==> src/rtl/fp8_pkg.sv <==
// rtl/fp8_pkg.sv - minifloat {sign, exp[2:0], frac[3:0]} constants and divider state encoding
package fp8_pkg;

  localparam int EXP_W  = 3;
  localparam int FRAC_W = 4;
  localparam int BIAS   = 3;
  localparam int QBITS  = FRAC_W + 3;
  localparam int MANT_W = FRAC_W + 1;
  localparam int REM_W  = FRAC_W + 2;
  localparam int SE_W   = EXP_W + 2;

  typedef enum logic [1:0] {
    IDLE = 2'd0,
    DIV  = 2'd1,
    NORM = 2'd2,
    DONE = 2'd3
  } state_t;

  localparam logic [EXP_W+FRAC_W-1:0] SAT_MAG   = '1;
  localparam logic [EXP_W+FRAC_W-1:0] FLUSH_MAG = '0;

  function automatic logic [EXP_W+FRAC_W:0] pack_fp(input logic s,
                                                    input logic [EXP_W-1:0] e,
                                                    input logic [FRAC_W-1:0] m);
    return {s, e, m};
  endfunction

endpackage

==> src/rtl/mant_div_step.sv <==
// rtl/mant_div_step.sv - one restoring division step: compare/subtract divisor, then shift for the next bit
module mant_div_step
  import fp8_pkg::*;
(
  input  logic [REM_W-1:0]  rem,
  input  logic [MANT_W-1:0] divisor,
  output logic [REM_W-1:0]  rem_next,
  output logic              qbit
);

  logic [REM_W-1:0] diff;

  // After a restoring subtract the remainder is below the divisor, so the shift never loses its MSB.
  always_comb begin
    qbit     = (rem >= {1'b0, divisor});
    diff     = qbit ? (rem - {1'b0, divisor}) : rem;
    rem_next = {diff[REM_W-2:0], 1'b0};
  end

endmodule

==> src/rtl/floating_divider.sv <==
// rtl/floating_divider.sv - sequential minifloat divider; ROUND_NEAREST_EN selects round-half-even over truncation
module floating_divider
  import fp8_pkg::*;
(
  input  logic                    clk,
  input  logic                    rst,
  input  logic                    start,
  input  logic                    S1,
  input  logic [EXP_W-1:0]        E1,
  input  logic [FRAC_W-1:0]       F1,
  input  logic                    S2,
  input  logic [EXP_W-1:0]        E2,
  input  logic [FRAC_W-1:0]       F2,
  output logic [EXP_W+FRAC_W:0]   Fout,
  output logic                    done1,
  output logic                    busy,
  output logic                    ovf,
  output logic                    unf
);

  localparam int CNT_W = $clog2(QBITS + 1);
  localparam logic signed [SE_W-1:0] E_MAX = SE_W'((1 << EXP_W) - 1);

  state_t state, state_next;

  logic [MANT_W-1:0]       a_mant, b_mant;
  logic                    sign;
  logic signed [SE_W-1:0]  exp_q, exp_in;
  logic [REM_W-1:0]        rem, rem_step;
  logic [QBITS-1:0]        quo;
  logic [CNT_W-1:0]        cnt;
  logic                    qbit;

  logic [FRAC_W-1:0]       m_t, m_r;
  logic                    g_t, st_t;
  logic signed [SE_W-1:0]  e_t, e_r;
  logic [EXP_W+FRAC_W:0]   res;
  logic                    res_ovf, res_unf;

  assign exp_in = SE_W'(E1) - SE_W'(E2) + SE_W'(BIAS);

  mant_div_step u_step (
    .rem      (rem),
    .divisor  (b_mant),
    .rem_next (rem_step),
    .qbit     (qbit)
  );

  always_comb begin
    state_next = state;
    case (state)
      IDLE:    if (start) state_next = DIV;
      DIV:     if (cnt == CNT_W'(QBITS)) state_next = NORM;
      NORM:    state_next = DONE;
      DONE:    if (!start) state_next = IDLE;
      default: state_next = IDLE;
    endcase
  end

  assign done1 = (state == DONE);
  assign busy  = (state == DIV) || (state == NORM);

  // The quotient of two 1.f mantissas lies in (0.5, 2): at most one left shift.
  always_comb begin
    if (quo[QBITS-1]) begin
      m_t  = quo[QBITS-2 -: FRAC_W];
      g_t  = quo[1];
      st_t = quo[0] | (|rem);
      e_t  = exp_q;
    end else begin
      m_t  = quo[QBITS-3 -: FRAC_W];
      g_t  = quo[0];
      st_t = |rem;
      e_t  = exp_q - SE_W'(1);
    end
  end

`ifdef ROUND_NEAREST_EN
  logic [FRAC_W:0] m_inc;

  always_comb begin
    m_inc = {1'b0, m_t} + (FRAC_W+1)'(1);
    m_r   = m_t;
    e_r   = e_t;
    if (g_t & (st_t | m_t[0])) begin
      m_r = m_inc[FRAC_W-1:0];
      if (m_inc[FRAC_W]) e_r = e_t + SE_W'(1);
    end
  end
`else
  logic unused_round;

  assign unused_round = g_t ^ st_t;
  assign m_r = m_t;
  assign e_r = e_t;
`endif

  always_comb begin
    res_ovf = 1'b0;
    res_unf = 1'b0;
    res     = pack_fp(sign, e_r[EXP_W-1:0], m_r);
    if (e_r > E_MAX) begin
      res_ovf = 1'b1;
      res     = {sign, SAT_MAG};
    end else if (e_r[SE_W-1]) begin
      res_unf = 1'b1;
      res     = {sign, FLUSH_MAG};
    end
  end

  // DIV cycle 0 loads the dividend; cycles 1..QBITS each emit one quotient bit, MSB first.
  always_ff @(posedge clk) begin
    if (rst) begin
      state  <= IDLE;
      Fout   <= '0;
      ovf    <= 1'b0;
      unf    <= 1'b0;
      a_mant <= '0;
      b_mant <= '0;
      sign   <= 1'b0;
      exp_q  <= '0;
      rem    <= '0;
      quo    <= '0;
      cnt    <= '0;
    end else begin
      state <= state_next;
      case (state)
        IDLE: begin
          if (start) begin
            a_mant <= {1'b1, F1};
            b_mant <= {1'b1, F2};
            sign   <= S1 ^ S2;
            exp_q  <= exp_in;
            rem    <= '0;
            quo    <= '0;
            cnt    <= '0;
            ovf    <= 1'b0;
            unf    <= 1'b0;
          end
        end
        DIV: begin
          cnt <= cnt + 1'b1;
          if (cnt == '0) begin
            rem <= rem | REM_W'(a_mant);
          end else begin
            rem <= rem_step;
            quo <= {quo[QBITS-2:0], qbit};
          end
        end
        NORM: begin
          Fout <= res;
          ovf  <= res_ovf;
          unf  <= res_unf;
        end
        default: ;
      endcase
    end
  end

endmodule
==> config.mk <==
export PLATFORM = sky130hd
export DESIGN_NAME = floating_divider
export DESIGN_NICKNAME = d
export VERILOG_FILES = /design/src/rtl/fp8_pkg.sv /design/src/rtl/mant_div_step.sv /design/src/rtl/floating_divider.sv
export SDC_FILE = /design/constraint.sdc
export NUM_CORES = 1
export LEC_CHECK = 0
export CAP_MARGIN = 20
export CORE_ASPECT_RATIO = 1.25
export CORE_MARGIN = 2
export CORE_UTILIZATION = 59
export DETAILED_ROUTE_END_ITERATION = 12
export GPL_TIMING_DRIVEN = 0
export PLACE_DENSITY_LB_ADDON = 0.08
export SYNTH_ARGS = -nofsm -noshare
export SYNTH_HDL_FRONTEND = slang
export SYNTH_SLANG_ARGS = --single-unit
==> constraint.sdc <==
create_clock -name clk -period 5.2 [get_ports clk]
set_input_delay 0.52 -clock clk [delete_from_list [all_inputs] [get_ports clk]]
set_output_delay 0.52 -clock clk [all_outputs]
set_load 0.1 [all_outputs]
==> impl_results.md <==
* Share of total power in the clock network at 0.151
* WHS Path Cells at 2
* Wire length per cell at 13.3 um
* Post-CTS Setup Inserts at 0
* Worst Hold Class: register to register
* Area Growth Syn to Fin at 19.4%
* Crit path capture type: primary output
* Initial antenna violation count at 0
* Post-synthesis net count at ~300
* Rows at 25
* Unrepaired setup endpoints after global routing: false
* Antenna-violating nets left at 0
* Period Utilization, post-route at 0.529
* Die X at 60.5 um
* # hold bufs at CTS at 0
* Async SR Flop Fraction at 0
* # setup viols final at 0
* Vias in the first global route at 1817
* Final Skew at 0.00592 ns
* Worst vdd ir at 0.000359 V
* Fin. max-slew vios at 0
* Die Y-Extent at around 75 um
* Register area share after synthesis at 0.366
* Most used flip-flop cell after synthesis: dfxtp_1
* CTS Buf Count at 5
* Most common cell after layout, fill and taps aside: dfxtp_1
* Cells after Synth at approximately 260
* RR Endpoint: rem[1]
* Combinational share of power at 0.542
* CTS Buffer Depth at 2
* Cells resized by post-CTS repair at 0
* 1st-iter DRT viols at 51
* Routed vias at a little under 2000
* Net load switching power at 0.000648 W
* Layout cells sized above 1 at 0.0746
* 1st-pass router iterations at 4
* Nets at about 330
* Hpwl dp at around 3600 um
* Worst Setup EP: busy
* Slew headroom at 0.343
* H-tree Lvls at 2
* Remaining DRCs at 0
* CP Cell Sequence: inv_1 -> ha_1 -> clkdlybuf4s50_1
* Worst reg2reg path depth at 8
* Worst-margin pin slew at ~0.98 ns
* Critical Path RT at roughly 4.7 ns
* Synthesized area at 2350 um^2
* Grt ovf at 0
* CP Max Fanout at 4
* Switch share at 0.458
* Max-cap violations at 0
* Synth warn at 0
* TritonCTS clock tree: done
* R2r startpoint: rem[0]
* Largest stage delay on the critical path at 1.14 ns
* CTS clk-pin slew, worst paths at about 0.08 ns
* Total track usage at 0.238
* Antenna Cells at 0
* Endpoints failing hold at 0
* Arr. time, crit path at around 2.2 ns
* Inst Count DP at roughly 340
* Core area at roughly 3800 um^2
* Root Buffer Master: clkbuf_8
* Die area at between 4000 and 5000 um^2
* Clock Sinks at between 40 and 50
* Flops & latches, synth at 43
* Share of power burned in registers at 0.307
* Highest clock rate at 0.364 GHz
* Number of flops mapped to enable cells by yosys at 0
* Most frequent cells in the layout: dfxtp_1, nand2_1, clkdlybuf4s50_1
* CP Class: register to primary output
* Final Critical Period at 2.75 ns
* Pwr per Cell Area at 504 nW/um^2
* Startpoint class of the critical path: register
* # IOs at 31
* LEAKAGE at 1.12 nW
* Layout fillers at 323
* Worst R2R Setup Slack at approximately 3.1 ns
* Pint at roughly 0.00077 W
* Vias per cell at roughly 5.6
* Filler-free cell count of the finished design at 349
* Worst-skew pair later-pin latency at ~0.29 ns
* Syn Area/Cell at just over 9 um^2
* Largest net degree at the start of global routing at 13
* First-pass GRT wire length at about 8000 um
* Distinct cells, synth at 49
* Worst path slowest cell: clkdlybuf4s50_1
* Total negative setup slack at 0 ns
* Port Buf Inserts at 30
* GPL Wtd Cong at approximately 0.84
* Final WL at roughly 4700 um
* Initial Utilization at 0.616
* Status: finished clean
* Crit path launch: state[0]
[state kept, by name, indices dropped and copies added (netlist names), 2 cells and up]
signal,cells
state,2
b_mant,4
cnt,3
a_mant,5
quo,7
rem,6
Fout,8
exp_q,5
[cells by family after synthesis]
| group | after synthesis | synth area share |
|---|---|---|
| AND/OR/NAND/NOR | 84 | 0.190 |
| AO/OA/AOI/OAI | 65 | 0.194 |
| flip-flops | 43 | 0.366 |
| buffers and inverters | 28 | 0.0607 |
| adder cells (fa/ha/maj) | 20 | 0.113 |
| multiplexers | 10 | 0.0436 |
| XOR/XNOR | 8 | 0.0330 |
[cells in the mapped netlist, types with 3 or more instances]
master / instances / area share
o21ai_0: 4 / 0.0085
xnor2_1: 5 / 0.019
a22o_1: 14 / 0.052
nor2_1: 11 / 0.018
a22oi_1: 3 / 0.0096
o211ai_1: 5 / 0.016
mux2i_1: 8 / 0.034
ha_1: 18 / 0.096
dfxtp_1: 43 / 0.37
nor2b_1: 5 / 0.013
inv_1: 18 / 0.029
or3_1: 3 / 0.0080
nand2b_1: 4 / 0.011
nand3b_1: 5 / 0.016
nand2_1: 37 / 0.059
clkbuf_1: 4 / 0.0064
a21oi_1: 21 / 0.045
a21o_1: 3 / 0.0096
nand3_1: 5 / 0.011
[worst max-delay path, delay by kind of cell (launching register included)]
family | cells | cell delay (ns)
buf+inv | 2 | 1.22
flops | 1 | 0.41
fa+ha+maj | 1 | 0.30
[layout make-up]
| class | instances | area (um^2) | share of cell area |
|---|---|---|---|
| multi-input combinational | 187 | 1350 | 0.480 |
| tap | 54 | 67.6 | 0.0241 |
| buffer | 10 | 75.1 | 0.0267 |
| clock inverter | 1 | 5.00 | 0.00178 |
| inverter | 18 | 67.6 | 0.0241 |
| sequential | 43 | 861 | 0.307 |
| timing repair buffer | 30 | 300 | 0.107 |
| clock buffer | 6 | 82.6 | 0.0294 |
[worst min path at each step]
stage,from,end,slack [ns]
floorplan,a_mant[2],a_mant[2],0.43
global placement,a_mant[2],a_mant[2],0.44
detailed placement,b_mant[1],b_mant[1],0.45
CTS,b_mant[1],b_mant[1],0.46
global route,ovf,ovf,0.49
finish,a_mant[1],a_mant[1],0.46
[routing by layer]
layer | wire length (um) | vias to the layer above | GRT usage
met5 | 0 | - | 0
met4 | 138 | 0 | 0.111
met3 | 155 | 12 | 0.0504
met2 | 2290 | 43 | 0.393
met1 | 2070 | 915 | 0.295
li1 | - | 984 | -
[metrics by stage]
step	instance area, um^2	setup slack, ns	power (W)	utilization	hold slack [ns]
after global routing	2810	2.37	0.00152	0.735	0.486
after detailed placement	2720	2.59	0.00121	0.712	0.451
after CTS	2810	2.45	0.00142	0.735	0.461
final	2810	2.45	0.00141	0.735	0.460
after floorplan	2350	3.16	0.00104	-	0.429
after global placement	2720	2.63	0.00119	0.712	0.438
[power groups by stage]
stage               registers [W]  clock network, W  logic [W]
global route             0.000442          0.000231   0.000852
floorplan                0.000534                 0   0.000510
finish                   0.000434          0.000214   0.000766
global placement         0.000439                 0   0.000755
detailed placement       0.000442                 0   0.000764
CTS                      0.000434          0.000216   0.000768
Note: power is estimated with default switching activity, not from simulation.
